**config.mk**
```make
export PLATFORM = sky130hd
export DESIGN_NAME = div_seq_unit
export DESIGN_NICKNAME = d
export VERILOG_FILES = /design/src/rtl/div_seq_unit_pkg.sv /design/src/rtl/div_seq_unit_step.sv /design/src/rtl/div_seq_unit.sv
export SDC_FILE = /design/constraint.sdc
export NUM_CORES = 1
export LEC_CHECK = 0
export BUFFER_PORTS_ARGS = -buffer_cell sky130_fd_sc_hd__buf_4
export CAP_MARGIN = 30
export CORE_MARGIN = 2
export CORE_UTILIZATION = 41
export DETAILED_ROUTE_END_ITERATION = 7
export PLACE_DENSITY = 0.69
export SETUP_SLACK_MARGIN = 0.05
export SYNTH_ARGS = -nofsm -noshare
export SYNTH_HDL_FRONTEND = slang
export SYNTH_SLANG_ARGS = --single-unit
export TNS_END_PERCENT = 100
```
**constraint.sdc**
```tcl
create_clock -name clk -period 7.3 [get_ports clk]
set_input_delay 1.095 -clock clk [delete_from_list [all_inputs] [get_ports clk]]
set_output_delay 1.095 -clock clk [all_outputs]
set_load 0.01 [all_outputs]
```
**src/rtl/div_seq_unit_pkg.sv**
```systemverilog
// Shared definitions for the EX-stage divide sequencer.
//   DEF_DATA_W  : default datapath width (MIPS GPR width)
//   div_state_t : sequencer state encoding (IDLE, RUN, DBZ, DONE)
package cpu_defs;

    localparam int DEF_DATA_W = 32;

    typedef enum logic [1:0] {
        IDLE = 2'd0,
        RUN  = 2'd1,
        DBZ  = 2'd2,
        DONE = 2'd3
    } div_state_t;

endpackage

```
**src/rtl/div_seq_unit_step.sv**
```systemverilog
// One combinational restoring-division iteration.
// Ports:
//   partial_rem  : running remainder (always < divisor on entry)
//   dividend_msb : next dividend bit shifted into the remainder
//   divisor      : magnitude of the divisor
//   next_rem     : remainder after the trial subtract (restored on failure)
//   q_bit        : quotient bit produced by this step
module div_step #(
    parameter int DATA_W = 32
) (
    input  logic [DATA_W-1:0] partial_rem,
    input  logic              dividend_msb,
    input  logic [DATA_W-1:0] divisor,
    output logic [DATA_W-1:0] next_rem,
    output logic              q_bit
);

    logic [DATA_W:0] shifted;
    logic [DATA_W:0] trial;

    // partial_rem < divisor, so shifted < 2*divisor: one extra bit is enough
    // for the trial subtract and its sign bit is the borrow.
    always_comb begin
        shifted  = {partial_rem, dividend_msb};
        trial    = shifted - {1'b0, divisor};
        q_bit    = ~trial[DATA_W];
        next_rem = q_bit ? trial[DATA_W-1:0] : shifted[DATA_W-1:0];
    end

endmodule

```
**src/rtl/div_seq_unit.sv**
```systemverilog
// Multi-cycle DIV/DIVU sequencer for the EX stage.
// Ports:
//   clk, rst    : clock, synchronous active-high reset
//   start       : divide request, held by EX until the pipeline advances
//   signed_div  : 1 = DIV, 0 = DIVU
//   opdata1/2   : dividend (rs) / divisor (rt)
//   annul       : flush cancel, beats start
//   stall       : combinational pipeline stall request
//   ready       : result valid (high for the whole DONE state)
//   result      : {remainder (HI), quotient (LO)}
module div_seq_unit
    import cpu_defs::*;
#(
    parameter int DATA_W = DEF_DATA_W,
    parameter int CNT_W  = 6
) (
    input  logic                clk,
    input  logic                rst,
    input  logic                start,
    input  logic                signed_div,
    input  logic [DATA_W-1:0]   opdata1,
    input  logic [DATA_W-1:0]   opdata2,
    input  logic                annul,
    output logic                stall,
    output logic                ready,
    output logic [2*DATA_W-1:0] result
);

    div_state_t        state, state_nxt;
    logic [CNT_W-1:0]  count;
    logic [DATA_W-1:0] rem;
    logic [DATA_W-1:0] quo_shift;   // dividend bits shift out, quotient bits shift in
    logic [DATA_W-1:0] divisor_r;
    logic              signed_r, sign_q, sign_r;

    logic [DATA_W-1:0] step_rem, quo_next, q_fix, r_fix, abs1, abs2;
    logic              step_q, last_step, div_zero;

    div_step #(.DATA_W(DATA_W)) u_step (
        .partial_rem  (rem),
        .dividend_msb (quo_shift[DATA_W-1]),
        .divisor      (divisor_r),
        .next_rem     (step_rem),
        .q_bit        (step_q)
    );

    always_comb begin
        div_zero  = (opdata2 == '0);
        abs1      = (signed_div && opdata1[DATA_W-1]) ? -opdata1 : opdata1;
        abs2      = (signed_div && opdata2[DATA_W-1]) ? -opdata2 : opdata2;
        last_step = (count == CNT_W'(DATA_W-1));
        quo_next  = {quo_shift[DATA_W-2:0], step_q};
        q_fix     = (signed_r && sign_q) ? -quo_next : quo_next;
        r_fix     = (signed_r && sign_r) ? -step_rem : step_rem;
        stall     = start && !annul && (state != DONE);
        ready     = (state == DONE);
    end

    always_ff @(posedge clk) begin
        if (rst) state <= IDLE;
        else     state <= state_nxt;
    end

    always_comb begin
        state_nxt = state;
        if (annul) begin
            state_nxt = IDLE;
        end else begin
            case (state)
                IDLE:    if (start) state_nxt = div_zero ? DBZ : RUN;
                RUN:     if (last_step) state_nxt = DONE;
                DBZ:     state_nxt = DONE;
                DONE:    if (!start) state_nxt = IDLE;
                default: state_nxt = IDLE;
            endcase
        end
    end

    always_ff @(posedge clk) begin
        if (rst) begin
            count     <= '0;
            rem       <= '0;
            quo_shift <= '0;
            divisor_r <= '0;
            signed_r  <= 1'b0;
            sign_q    <= 1'b0;
            sign_r    <= 1'b0;
            result    <= '0;
        end else if (!annul) begin
            case (state)
                IDLE: if (start) begin
                    count     <= '0;
                    rem       <= '0;
                    // DBZ returns the raw dividend as remainder, so keep it
                    // unmodified when no division will run.
                    quo_shift <= div_zero ? opdata1 : abs1;
                    divisor_r <= abs2;
                    signed_r  <= signed_div;
                    sign_q    <= opdata1[DATA_W-1] ^ opdata2[DATA_W-1];
                    sign_r    <= opdata1[DATA_W-1];
                end
                RUN: begin
                    rem       <= step_rem;
                    quo_shift <= quo_next;
                    count     <= count + CNT_W'(1);
                    if (last_step) result <= {r_fix, q_fix};
                end
                DBZ:     result <= {quo_shift, {DATA_W{1'b1}}};
                default: ;
            endcase
        end
    end

endmodule
```
==> results by group <==
Timing
  • Total negative setup slack: 0 ps
  • Final Max Tran Viols: 0
  • Final setup fails: 0
  • Final cycle utilization of the critical path: 0.791
  • Worst-Margin Slew: 913 ps
  • Unrepaired setup endpoints after global routing: false
  • Clock period minus final worst setup slack: roughly 5800 ps
  • Worst slew margin: 0.386
  • Max frequency: 0.173 GHz
  • Clock Skews: about 13 ps
  • Min setup slack post-route: 1520 ps
  • Hold Fails Final Rpt: 0

Logic synthesis
  • Yosys top cell area share: 0.283
  • Yosys reg bits: 171
  • Most used DFF post-synth: dfxtp_1
  • EDFF count, synth: 0
  • Distinct cell type count after synthesis: between 80 and 90
  • Avg Inst Size Synth: 7.37 um^2
  • Seq/Total Area, Yosys: 0.283
  • Yosys warns: 0
  • Yosys top cell by area: dfxtp_1
  • Async SR Flop Fraction: 0
  • Cell count after synthesis: 1,642
  • Synth area leaders: dfxtp_1 28%, nor2_1 6.5%, nand2_1 6.2%
  • Syn_nets: 1,753
  • Synth Cell Area: ~12,000 um^2

Placed design
  • Placer Congestion: 0.906
  • Final HPWL DP: 29,100 um
  • Cell Count Post-Placement: 2,073
  • Pre-CTS WS: 1700 ps
  • Post-DP Area: 13,300 um^2
  • PortBufs: 134

Clock network
  • Clock Tree Buf Depth: 2
  • Root buf cell: clkbuf_16
  • Worst-path clk slew: around 80 ps
  • CTS Buf Count: 17
  • Clk sink count: 171
  • Clk Latency, worst-skew pair: 440 ps
  • Post-CTS setup repair buffer count: 0
  • Hold_buf cts: 0
  • CTS resizes: 0
  • CTS tree: yes
  • H-tree Lvls: 4

Die
  • Die X: 176 um
  • Die Y: 176 um
  • # IOs: roughly 140
  • Die footprint: 30,900 um^2
  • Row cnt: a little over 60
  • Starting Density: 0.419
  • Core Area: 28,900 um^2

Routing
  • DR pass1 iterations: 6
  • Initial DRC Count: roughly 1.3k
  • Post-route ant nets: 0
  • Total routed wirelength: ~38,000 um
  • Via Count: 12.3k
  • Post-route DRC: 0
  • DR vias/cell: 5.84
  • WL/cell: 17.9 um

Global route
  • GR Overflow Total: 0
  • Largest net degree at the start of global routing: 67
  • Total GRT Usage: 0.241
  • Vias in the first global route: ~11k
  • Initial antenna violation count: 0
  • First-pass GRT wire length: 60,200 um

Pwr
  • Max IR drop VDD: 0.162 mV
  • Pwr Density: 190 nW/um^2
  • Leak Pwr: 0.00542 uW

Critical path
  • CP required: between 7000 and 8000 ps
  • R2R setup slack: 1520 ps
  • RR Endpoint: result[60]
  • Worst flop-to-flop path startpoint: quo_shift[31]
  • Type of origin of the critical path: flop
  • Crit path max-delay cell type: nor3_2
  • Reg2Reg Depth: 21
  • Critical path peak fanout: 44
  • Critical path arrival: ~6100 ps
  • Worst setup EP type: flop
  • Worst path cell trace: inv_1 > ha_1 > inv_1 > fa_1 > a211oi_1 > o211a_1 > nor3_2 > o211a_2 > nor3_2 > nor2_8 > inv_2 > nor2_1 > a21oi_1 > ha_1 > nand2_1 > or4_1 > mux2_4 > a2111oi_4 > a31oi_1 > xor2_1 > a211oi_2
  • Slowest stage delay, CP: 680 ps
  • Critical path class: flop to flop

Cells and area
  • Commonest non-fill, non-tap cell in the layout: nor2_1
  • Final Non-Filler Cells: about 2.1k
  • Antenna diodes: 0
  • P&R area growth vs syn: 15.6%
  • Final nets: ~1.8k
  • Layout cells sized above 1: 0.131
  • Commonest non-fill, non-tap cells in the layout: 206 x nor2_1, 199 x nand2_1, 171 x dfxtp_1
  • Post-route cell area: 14,000 um^2

Worst hold path
  • Hold Path End: divisor_r[31]
  • WHS Path Cells: 2
  • Kind of path behind the tightest hold check: flop to flop
  • HP Start: divisor_r[31]

Job
  • Maxcap violations: 0

Status
  • Status: complete, no violations
-- stage by stage --
stage / util / hold slack (ps) / total power, uW
finish: 0.484 / 455 / 2660
global route: 0.484 / 482 / 2780
CTS: 0.483 / 459 / 2660
detailed placement: 0.462 / 449 / 1730
global placement: 0.461 / 442 / 1720
floorplan: - / 432 / 1500
-- power breakdown --
part	switching [uW]	internal, uW	total [uW]	leakage (uW)
clock	470	469	939	0.000295
combinational	422	263	685	0.00374
sequential	54.0	983	1040	0.00139
total	946	1720	2660	0.00542
-- critical path, delay by kind of cell, from the launching register on --
family / cells / cell delay [ps]
AOI/OAI and AO/OA: 7 / 1960
and+or+nand+nor: 6 / 1610
adders and majority gates: 3 / 900
DFF: 1 / 350
buffers and inverters: 3 / 340
muxes: 1 / 330
xor gates and xnor gates: 1 / 190
-- registers in the layout (all words and copies together) (netlist names) --
register   cells
sign_r         1
state          2
count          6
result        64
divisor_r     32
signed_r       1
rem           32
sign_q         1
quo_shift     32
-- per-layer routing --
metal | up-vias | routed length, um | track usage | part of all wire
met5 | - | 0 | 0 | 0
met4 | 0 | 703 | 0.0589 | 0.019
met3 | 54 | 2510 | 0.0292 | 0.066
met2 | 490 | 17000 | 0.379 | 0.45
met1 | 5737 | 17600 | 0.350 | 0.47
li1 | 6019 | - | - | -
-- synthesized netlist by cell type (11+ instances only) --
library cell,n
nor2_1,208
nand2_1,199
dfxtp_1,171
a21oi_1,140
o21ai_0,106
clkbuf_1,79
xnor2_1,66
xor2_1,65
a211oi_1,59
inv_1,57
nor3_1,49
ha_1,41
or3_1,26
mux2i_1,25
o31ai_1,21
a31oi_1,19
a22oi_1,18
and3_1,18
a21o_1,17
nand3_1,16
nor4_1,13
o211ai_1,13
o22ai_1,12
buf_1,11
o21a_1,11
-- worst max-delay path by stage --
stage                             start         end  cells after the start
after floorplan           quo_shift[31]  result[60]                     23
after global placement    quo_shift[31]  result[60]                     21
after detailed placement  quo_shift[31]  result[60]                     21
after CTS                 quo_shift[31]  result[60]                     21
after global routing      quo_shift[31]  result[60]                     21
final                     quo_shift[31]  result[60]                     21
-- cells by family after synthesis --
group           count (synthesis)  share of synthesized area
fa+ha+maj                      42                     0.0441
simple gates                  608                      0.230
buf+inv                       159                     0.0508
mux                            33                     0.0284
compound gates                498                      0.268
xor+xnor                      131                     0.0948
flops                         171                      0.283
-- area by class of cell --
type	instances	area, um^2
repair buffers	149	1150
inverters	59	221
multi-input cells	1312	8080
clock buffers	17	425
well taps	384	480
clock inverters	15	195
fillers	2883	14900
flip-flops and latches	171	3420
(Power assumes the default switching activity.)
